--- src/rtl/multicycle_ctrl_pkg.sv ---
// Shared types and constants for the multicycle controller: ALU op, ALU B
// select, PC source encodings, FSM states, instruction classes and the
// opcode/funct values recognised by the decoder.
package ctrl_pkg;

  typedef enum logic [2:0] {
    ALU_ADD  = 3'd0,
    ALU_NOOP = 3'd1,
    ALU_AND  = 3'd2,
    ALU_OR   = 3'd3,
    ALU_SLT  = 3'd4,
    ALU_SLL  = 3'd5,
    ALU_EQ   = 3'd6,
    ALU_NE   = 3'd7
  } alu_op_e;

  typedef enum logic [1:0] {
    SRCB_REG  = 2'd0,
    SRCB_IMM  = 2'd1,
    SRCB_ZERO = 2'd2
  } alu_src_b_e;

  typedef enum logic [1:0] {
    PC_PLUS4  = 2'd0,
    PC_BRANCH = 2'd1,
    PC_JUMP   = 2'd2
  } pc_src_e;

  typedef enum logic [2:0] {
    S_FETCH,
    S_DECODE,
    S_EXEC,
    S_MEM,
    S_WB,
    S_BRANCH,
    S_JUMP,
    S_TRAP
  } state_e;

  typedef enum logic [2:0] {
    CLS_R,
    CLS_ADDI,
    CLS_LW,
    CLS_SW,
    CLS_BEQ,
    CLS_BNE,
    CLS_J,
    CLS_ILL
  } instr_class_e;

  localparam logic [5:0] OP_RTYPE = 6'h00;
  localparam logic [5:0] OP_J     = 6'h02;
  localparam logic [5:0] OP_BEQ   = 6'h04;
  localparam logic [5:0] OP_BNE   = 6'h05;
  localparam logic [5:0] OP_ADDI  = 6'h08;
  localparam logic [5:0] OP_LW    = 6'h23;
  localparam logic [5:0] OP_SW    = 6'h2B;

  localparam logic [5:0] FN_SLL = 6'h00;
  localparam logic [5:0] FN_ADD = 6'h20;
  localparam logic [5:0] FN_AND = 6'h24;
  localparam logic [5:0] FN_OR  = 6'h25;
  localparam logic [5:0] FN_SLT = 6'h2A;

  // Memory wait counter width; covers MEM_TIMEOUT up to 255.
  localparam int unsigned WAIT_W = 8;

  function automatic logic is_mem_class(input instr_class_e c);
    return (c == CLS_LW) || (c == CLS_SW);
  endfunction

endpackage

--- src/rtl/multicycle_ctrl_if.sv ---
// Instruction handshake, ALU, memory and PC control bundle of the multicycle
// controller. slave = controller side, master = environment side.
interface multicycle_ctrl_if;

  logic [31:0] instr;
  logic        instr_valid;
  logic        instr_ready;
  logic        alu_zero;
  logic [2:0]  alu_op;
  logic [1:0]  alu_src_b;
  logic        mem_req;
  logic        mem_we;
  logic        mem_ack;
  logic        reg_we;
  logic        reg_dst;
  logic        mem_to_reg;
  logic        pc_we;
  logic [1:0]  pc_src;
  logic        trap;

  modport slave (
    input  instr, instr_valid, alu_zero, mem_ack,
    output instr_ready, alu_op, alu_src_b, mem_req, mem_we,
           reg_we, reg_dst, mem_to_reg, pc_we, pc_src, trap
  );

  modport master (
    output instr, instr_valid, alu_zero, mem_ack,
    input  instr_ready, alu_op, alu_src_b, mem_req, mem_we,
           reg_we, reg_dst, mem_to_reg, pc_we, pc_src, trap
  );

endinterface

--- src/rtl/multicycle_ctrl_instr_decode.sv ---
// Combinational instruction decoder: op/funct -> instruction class, ALU op and
// illegal flag. Anything not explicitly listed is illegal.
module instr_decode
  import ctrl_pkg::*;
(
  input  logic [5:0]   i_op,
  input  logic [5:0]   i_funct,
  output instr_class_e o_class,
  output alu_op_e      o_alu_op,
  output logic         o_illegal
);

  // Classify opcode, and funct for R-type; unknown encodings fall to CLS_ILL
  always_comb begin
    o_class  = CLS_ILL;
    o_alu_op = ALU_NOOP;
    case (i_op)
      OP_RTYPE: begin
        o_class = CLS_R;
        case (i_funct)
          FN_ADD:  o_alu_op = ALU_ADD;
          FN_AND:  o_alu_op = ALU_AND;
          FN_OR:   o_alu_op = ALU_OR;
          FN_SLT:  o_alu_op = ALU_SLT;
          FN_SLL:  o_alu_op = ALU_SLL;
          default: o_class  = CLS_ILL;
        endcase
      end
      OP_ADDI: begin
        o_class  = CLS_ADDI;
        o_alu_op = ALU_ADD;
      end
      OP_LW: begin
        o_class  = CLS_LW;
        o_alu_op = ALU_ADD;
      end
      OP_SW: begin
        o_class  = CLS_SW;
        o_alu_op = ALU_ADD;
      end
      OP_BEQ: begin
        o_class  = CLS_BEQ;
        o_alu_op = ALU_EQ;
      end
      OP_BNE: begin
        o_class  = CLS_BNE;
        o_alu_op = ALU_NE;
      end
      OP_J:    o_class = CLS_J;
      default: o_class = CLS_ILL;
    endcase
  end

  assign o_illegal = (o_class == CLS_ILL);

endmodule

--- src/rtl/multicycle_ctrl.sv ---
// Multicycle instruction controller: FETCH/DECODE/EXEC/MEM/WB/BRANCH/JUMP/TRAP
// sequencer driving ALU, memory, register-file and PC strobes.
module multicycle_ctrl
  import ctrl_pkg::*;
#(
  parameter int unsigned MEM_TIMEOUT = 16
) (
  input  logic             clk,
  input  logic             rst_n,
  multicycle_ctrl_if.slave bus
);

  localparam logic [WAIT_W-1:0] TIMEOUT_LAST = WAIT_W'(MEM_TIMEOUT - 1);

  state_e              r_state;
  logic [31:0]         r_instr;
  logic [WAIT_W-1:0]   r_wait;
  logic                r_instr_ready;
  alu_op_e             r_alu_op;
  alu_src_b_e          r_alu_src_b;
  logic                r_mem_req;
  logic                r_mem_we;
  logic                r_reg_we;
  logic                r_reg_dst;
  logic                r_mem_to_reg;
  logic                r_pc_we;
  pc_src_e             r_pc_src;
  logic                r_trap;

  instr_class_e        w_class;
  alu_op_e             w_dec_alu_op;
  logic                w_illegal;
  logic                w_is_sw;
  logic                w_timeout;
  logic                w_sw_ack;
  logic [1:0]          w_pc_src;
  logic                w_unused_fields;

  instr_decode u_decode (
    .i_op      (r_instr[31:26]),
    .i_funct   (r_instr[5:0]),
    .o_class   (w_class),
    .o_alu_op  (w_dec_alu_op),
    .o_illegal (w_illegal)
  );

  assign w_is_sw         = (w_class == CLS_SW);
  assign w_timeout       = (r_wait == TIMEOUT_LAST);
  assign w_unused_fields = ^r_instr[25:6];

  // Sequencer: each branch loads state and the outputs for the next cycle
  always_ff @(posedge clk or negedge rst_n) begin
    if (!rst_n) begin
      r_state       <= S_FETCH;
      r_instr       <= '0;
      r_wait        <= '0;
      r_instr_ready <= 1'b0;
      r_alu_op      <= ALU_NOOP;
      r_alu_src_b   <= SRCB_REG;
      r_mem_req     <= 1'b0;
      r_mem_we      <= 1'b0;
      r_reg_we      <= 1'b0;
      r_reg_dst     <= 1'b0;
      r_mem_to_reg  <= 1'b0;
      r_pc_we       <= 1'b0;
      r_pc_src      <= PC_PLUS4;
      r_trap        <= 1'b0;
    end else begin
      r_instr_ready <= 1'b0;
      r_alu_op      <= ALU_NOOP;
      r_alu_src_b   <= SRCB_REG;
      r_mem_req     <= 1'b0;
      r_mem_we      <= 1'b0;
      r_reg_we      <= 1'b0;
      r_reg_dst     <= 1'b0;
      r_mem_to_reg  <= 1'b0;
      r_pc_we       <= 1'b0;
      r_pc_src      <= PC_PLUS4;
      case (r_state)
        S_FETCH: begin
          // ready is registered, so the first cycle out of reset only raises it
          if (r_instr_ready && bus.instr_valid) begin
            r_instr <= bus.instr;
            r_state <= S_DECODE;
          end else begin
            r_instr_ready <= 1'b1;
          end
        end
        S_DECODE: begin
          if (w_illegal) begin
            r_state <= S_TRAP;
            r_trap  <= 1'b1;
          end else if (w_class == CLS_J) begin
            r_state  <= S_JUMP;
            r_pc_we  <= 1'b1;
            r_pc_src <= PC_JUMP;
          end else if (w_class == CLS_BEQ || w_class == CLS_BNE) begin
            r_state  <= S_BRANCH;
            r_alu_op <= w_dec_alu_op;
            r_pc_we  <= 1'b1;
          end else begin
            r_state  <= S_EXEC;
            r_alu_op <= w_dec_alu_op;
            if (w_class != CLS_R) begin
              r_alu_src_b <= SRCB_IMM;
            end
          end
        end
        S_EXEC: begin
          if (is_mem_class(w_class)) begin
            r_state   <= S_MEM;
            r_wait    <= '0;
            r_mem_req <= 1'b1;
            r_mem_we  <= w_is_sw;
          end else begin
            r_state   <= S_WB;
            r_reg_we  <= 1'b1;
            r_reg_dst <= (w_class == CLS_R);
            r_pc_we   <= 1'b1;
          end
        end
        S_MEM: begin
          if (bus.mem_ack) begin
            if (w_is_sw) begin
              r_state       <= S_FETCH;
              r_instr_ready <= 1'b1;
            end else begin
              r_state      <= S_WB;
              r_reg_we     <= 1'b1;
              r_mem_to_reg <= 1'b1;
              r_pc_we      <= 1'b1;
            end
          end else if (w_timeout) begin
            r_state <= S_TRAP;
            r_trap  <= 1'b1;
          end else begin
            r_wait    <= r_wait + 1'b1;
            r_mem_req <= 1'b1;
            r_mem_we  <= w_is_sw;
          end
        end
        S_WB, S_BRANCH, S_JUMP: begin
          r_state       <= S_FETCH;
          r_instr_ready <= 1'b1;
        end
        S_TRAP: begin
          r_state <= S_TRAP;
        end
      endcase
    end
  end

  // Branch outcome and the sw ack strobe depend on same-cycle inputs, so they
  // bypass the output registers.
  assign w_sw_ack = (r_state == S_MEM) && w_is_sw && bus.mem_ack;
  assign w_pc_src = (r_state == S_BRANCH) ? (bus.alu_zero ? PC_BRANCH : PC_PLUS4)
                                          : r_pc_src;

  assign bus.instr_ready = r_instr_ready;
  assign bus.alu_op      = r_alu_op;
  assign bus.alu_src_b   = r_alu_src_b;
  assign bus.mem_req     = r_mem_req;
  assign bus.mem_we      = r_mem_we;
  assign bus.reg_we      = r_reg_we;
  assign bus.reg_dst     = r_reg_dst;
  assign bus.mem_to_reg  = r_mem_to_reg;
  assign bus.pc_we       = r_pc_we | w_sw_ack;
  assign bus.pc_src      = w_pc_src;
  assign bus.trap        = r_trap;

endmodule
--- src/flat_wrapper.sv ---
// flat-port wrapper written by rule: the top's interface ports become plain ports
module multicycle_ctrl_flat import ctrl_pkg::*;
#(
  parameter int unsigned MEM_TIMEOUT = 16
)
  (clk, rst_n, bus_instr, bus_instr_valid, bus_alu_zero, bus_mem_ack, bus_instr_ready, bus_alu_op, bus_alu_src_b, bus_mem_req, bus_mem_we, bus_reg_we, bus_reg_dst, bus_mem_to_reg, bus_pc_we, bus_pc_src, bus_trap);
  multicycle_ctrl_if bus_i ();
  input  logic clk;
  input  logic rst_n;
  input wire logic [$bits(bus_i.instr)-1:0] bus_instr;
  input wire logic [$bits(bus_i.instr_valid)-1:0] bus_instr_valid;
  input wire logic [$bits(bus_i.alu_zero)-1:0] bus_alu_zero;
  input wire logic [$bits(bus_i.mem_ack)-1:0] bus_mem_ack;
  output wire logic [$bits(bus_i.instr_ready)-1:0] bus_instr_ready;
  output wire logic [$bits(bus_i.alu_op)-1:0] bus_alu_op;
  output wire logic [$bits(bus_i.alu_src_b)-1:0] bus_alu_src_b;
  output wire logic [$bits(bus_i.mem_req)-1:0] bus_mem_req;
  output wire logic [$bits(bus_i.mem_we)-1:0] bus_mem_we;
  output wire logic [$bits(bus_i.reg_we)-1:0] bus_reg_we;
  output wire logic [$bits(bus_i.reg_dst)-1:0] bus_reg_dst;
  output wire logic [$bits(bus_i.mem_to_reg)-1:0] bus_mem_to_reg;
  output wire logic [$bits(bus_i.pc_we)-1:0] bus_pc_we;
  output wire logic [$bits(bus_i.pc_src)-1:0] bus_pc_src;
  output wire logic [$bits(bus_i.trap)-1:0] bus_trap;
  assign bus_i.instr = bus_instr;
  assign bus_i.instr_valid = bus_instr_valid;
  assign bus_i.alu_zero = bus_alu_zero;
  assign bus_i.mem_ack = bus_mem_ack;
  assign bus_instr_ready = bus_i.instr_ready;
  assign bus_alu_op = bus_i.alu_op;
  assign bus_alu_src_b = bus_i.alu_src_b;
  assign bus_mem_req = bus_i.mem_req;
  assign bus_mem_we = bus_i.mem_we;
  assign bus_reg_we = bus_i.reg_we;
  assign bus_reg_dst = bus_i.reg_dst;
  assign bus_mem_to_reg = bus_i.mem_to_reg;
  assign bus_pc_we = bus_i.pc_we;
  assign bus_pc_src = bus_i.pc_src;
  assign bus_trap = bus_i.trap;
  multicycle_ctrl #(.MEM_TIMEOUT(MEM_TIMEOUT)) u_core (.clk(clk), .rst_n(rst_n), .bus(bus_i));
endmodule
--- config.mk ---
export PLATFORM = sky130hd
export DESIGN_NAME = multicycle_ctrl_flat
export DESIGN_NICKNAME = d
export VERILOG_FILES = /design/src/rtl/multicycle_ctrl_pkg.sv /design/src/rtl/multicycle_ctrl_if.sv /design/src/rtl/multicycle_ctrl_instr_decode.sv /design/src/rtl/multicycle_ctrl.sv /design/src/flat_wrapper.sv
export SDC_FILE = /design/constraint.sdc
export NUM_CORES = 1
export LEC_CHECK = 0
export ABC_AREA = 1
export BUFFER_PORTS_ARGS = -buffer_cell sky130_fd_sc_hd__buf_2
export CAP_MARGIN = 10
export CORE_MARGIN = 5
export CORE_UTILIZATION = 50
export DETAILED_ROUTE_END_ITERATION = 8
export HOLD_SLACK_MARGIN = 0.12
export MAX_ROUTING_LAYER = met4
export PLACE_DENSITY = 0.86
export SYNTH_ARGS = -nofsm -noshare
export SYNTH_HDL_FRONTEND = slang
export SYNTH_SLANG_ARGS = --single-unit
--- constraint.sdc ---
create_clock -name clk -period 2.4 [get_ports clk]
set_clock_uncertainty 0.15 [all_clocks]
set_input_delay 0.36 -clock clk [delete_from_list [all_inputs] [get_ports clk]]
set_output_delay 0.36 -clock clk [all_outputs]
set_load 0.03 [all_outputs]
==> results.md <==
- Root buffer cell: clkbuf_8
- Layout area overhead: 14.8%
- Post-synthesis area per instance: 8.59 sq um
- Crit path launch: u_core.r_instr[30]
- Residual DRC: 0
- Syn nets: 261
- Arrival @ worst endpoint: 1580 ps
- RSZ-0062 raised after global routing: no
- HPWL after DPL: 2660 microns
- CP Capture Type: output pin
- WL met3: 188 microns
- Setup Crit Path Kind: reg -> out
- Max reg flops: 12
- Vias in the first global route: 1,486
- Worst vdd ir: 0.000512 V
- Die W: 71.9 microns
- Register share of total power: 0.438
- Worst-margin pin slew: 774 ps
- Netlist area before placement: 1920 sq um
- Grt ovf: 0
- Die ar.: 5170 sq um
- CTS tree: done
- Worst-path clk slew: 60 ps
- YS warnings: 0
- Wire length per cell: 11.2 microns
- Fin crit share: 0.871
- HP Class: in -> reg
- Max Root-Sink Buffers: 2
- P_int: 1.25 mW
- Lkg Pwr: 1.18 nW
- Final min period: 2090 ps
- EDFF count, synth: 0
- Most used DFF post-synth: dfrtp_1
- Worst R2R Path Depth: 8
- Status: complete, no violations
- Switching part of the total power: 0.399
- FILL cells: 345
- Initial antenna violation count: 0
- PD cells: 942 nW/um^2
- N_diodes: 0
- Register area: 902 sq um
- R2R Path Start: u_core.r_wait[0]
- Site Rows: 22
- GPL Wtd Cong: 0.951
- Via count: 1,551
- Cell depth of the worst hold path: 2
- Slew margin rel.: 0.484
- First-pass GRT wire length: 6060 microns
- Worst Slack Setup Final: 310 ps
- Total chip power: 2.07 mW
- Crit Path Max Fanout: 3
- DIE HEIGHT: 71.9 microns
- Setup_tns: 0 ps
- Endpoints failing setup: 0
- Ratio of cells with drive above 1 in the final layout: 0.274
- Pre-Repair DR Iteration Count: 4
- CTS buffer count: 5
- Sequential area share after synthesis: 0.471
- Post-route ant nets: 0
- NetSw: 0.827 mW
- Most frequent cells in the layout: dfrtp_1 (35), nor2_1 (33), buf_2 (30)
- Critical Path RT: 1890 ps
- Max Slew Vio Count: 0
- Netlist cell types: 37
- Endpoints failing hold: 0
- Post-Route WL: 3430 microns
- Comb pwr share: 0.366
- Max layer used: met4
- Clock sink total: 36
- Resize count post-CTS: 0
- Core Footprint: 3690 sq um
- Endpoint of the worst register-to-register path: u_core.r_wait[6]
- DRT iter0 DRCs: 114
- # IOs: 52
- Internal reg-to-reg setup slack: 580 ps
- Post-Synthesis Cells: 223
- GR Util All Layers: 0.154
- Htree depth: 2
- Clock power share: 0.196
- Largest net degree at the start of global routing: 37
- Largest regs: u_core.r_instr (12), u_core.r_wait (8)
- M1 wire length: 1470 microns
- Footprint of the multi-input gates: 850 sq um
- Worst hold endpoint: u_core.r_instr[31]
- Most common cell after layout, fill and taps aside: dfrtp_1
- Vias per inst: 5.05
- Port bufs: 30
- Hold_sp: bus_instr[31]
- Routed wl met2: 1700 microns
- Final Core Density: 0.596
- Pre-CTS WS: 591 ps
- Starting Density: 0.519
- Largest Register: u_core.r_instr
- Nets: 296
- FFs w/ async S/R, synth: 1.00
- #FFs+latches synth: 36
- Max Cap Viol: 0
- Startpoint class of the critical path: flop
- Worst skew pair latency: 290 ps
- FMAX: 0.478 GHz
-- cells in the mapped netlist (2+ instances only) --
cell,instances,area share
inv_2,8,0.016
o211ai_1,3,0.012
nand2_1,29,0.057
nor3_1,6,0.016
nand4_1,6,0.020
nor4_1,2,0.0065
nor2_2,3,0.0098
nor2_1,33,0.065
dfrtp_1,35,0.46
nor2_8,3,0.031
nor3_2,3,0.016
inv_1,27,0.053
a21oi_1,20,0.052
inv_4,2,0.0065
mux2_2,4,0.024
nand2_4,2,0.012
nand3_1,12,0.031
nand3_2,3,0.016
o21ai_0,4,0.010
-- power by group through the flow --
stage / Sequential (mW) / Combinational (mW) / Clock (mW)
finish: 0.907 / 0.759 / 0.406
global route: 0.931 / 0.862 / 0.440
CTS: 0.908 / 0.765 / 0.418
detailed placement: 0.919 / 0.761 / 0
global placement: 0.908 / 0.741 / 0
floorplan: 0.944 / 0.560 / 0
-- kinds of logic (layout without fill, tap and decap cells) --
logic type / after synthesis / count (layout) / share of synthesized area
compound gates: 31 / 31 / 0.0941
xor+xnor: 1 / 1 / 0.00457
fa+ha+maj: 1 / 1 / 0.00653
buf+inv: 41 / 77 / 0.0856
flops: 36 / 36 / 0.471
mux: 4 / 4 / 0.0235
other cells: 1 / 1 / 0.00196
simple gates: 108 / 108 / 0.313
-- worst max path at each step --
stage,to,slack [ps]
6_report,bus_pc_we,310
5_1_grt,bus_pc_we,200
4_1_cts,bus_pc_we,320
3_5_place_dp,u_core.r_wait[6],590
3_3_place_gp,u_core.r_instr[3],620
2_1_floorplan,u_core.r_wait[6],760
-- final cells by class --
type	count	area share
flip-flops and latches	36	0.410
multi-input cells	146	0.386
inverters	38	0.0671
clock buffers	8	0.0364
well taps	48	0.0273
repair buffers	31	0.0728
-- what timing repair did --
item / in CTS / in global routing
hold buffers: 1 / 0
hold endpoints to repair: 35 / 0
buffers inserted: 0 / 0
-- layer usage --
layer  GRT usage  vias up
li1            -      796
met1       0.164      712
met2       0.262       35
met3      0.0346        8
met4      0.0898        0
met5           -        -
-- worst max-delay path, stage by stage, from the launching register on --
cell,delay (ps)
dfrtp_1,390
inv_1,80
nand2_1,60
nor2_2,150
nand2_1,140
inv_1,120
nand3_1,100
nand2_1,70
buf_2,190
-- stage by stage --
step / std cells / hold slack, ps / area, sq um
2_1_floorplan: 223 / -85.6 / 1920
3_3_place_gp: 298 / 302 / 2110
3_5_place_dp: 298 / 320 / 2110
4_1_cts: 307 / 148 / 2200
5_1_grt: 307 / 161 / 2200
6_report: 307 / 151 / 2200
No activity file was read; power rests on OpenSTA's default activity.
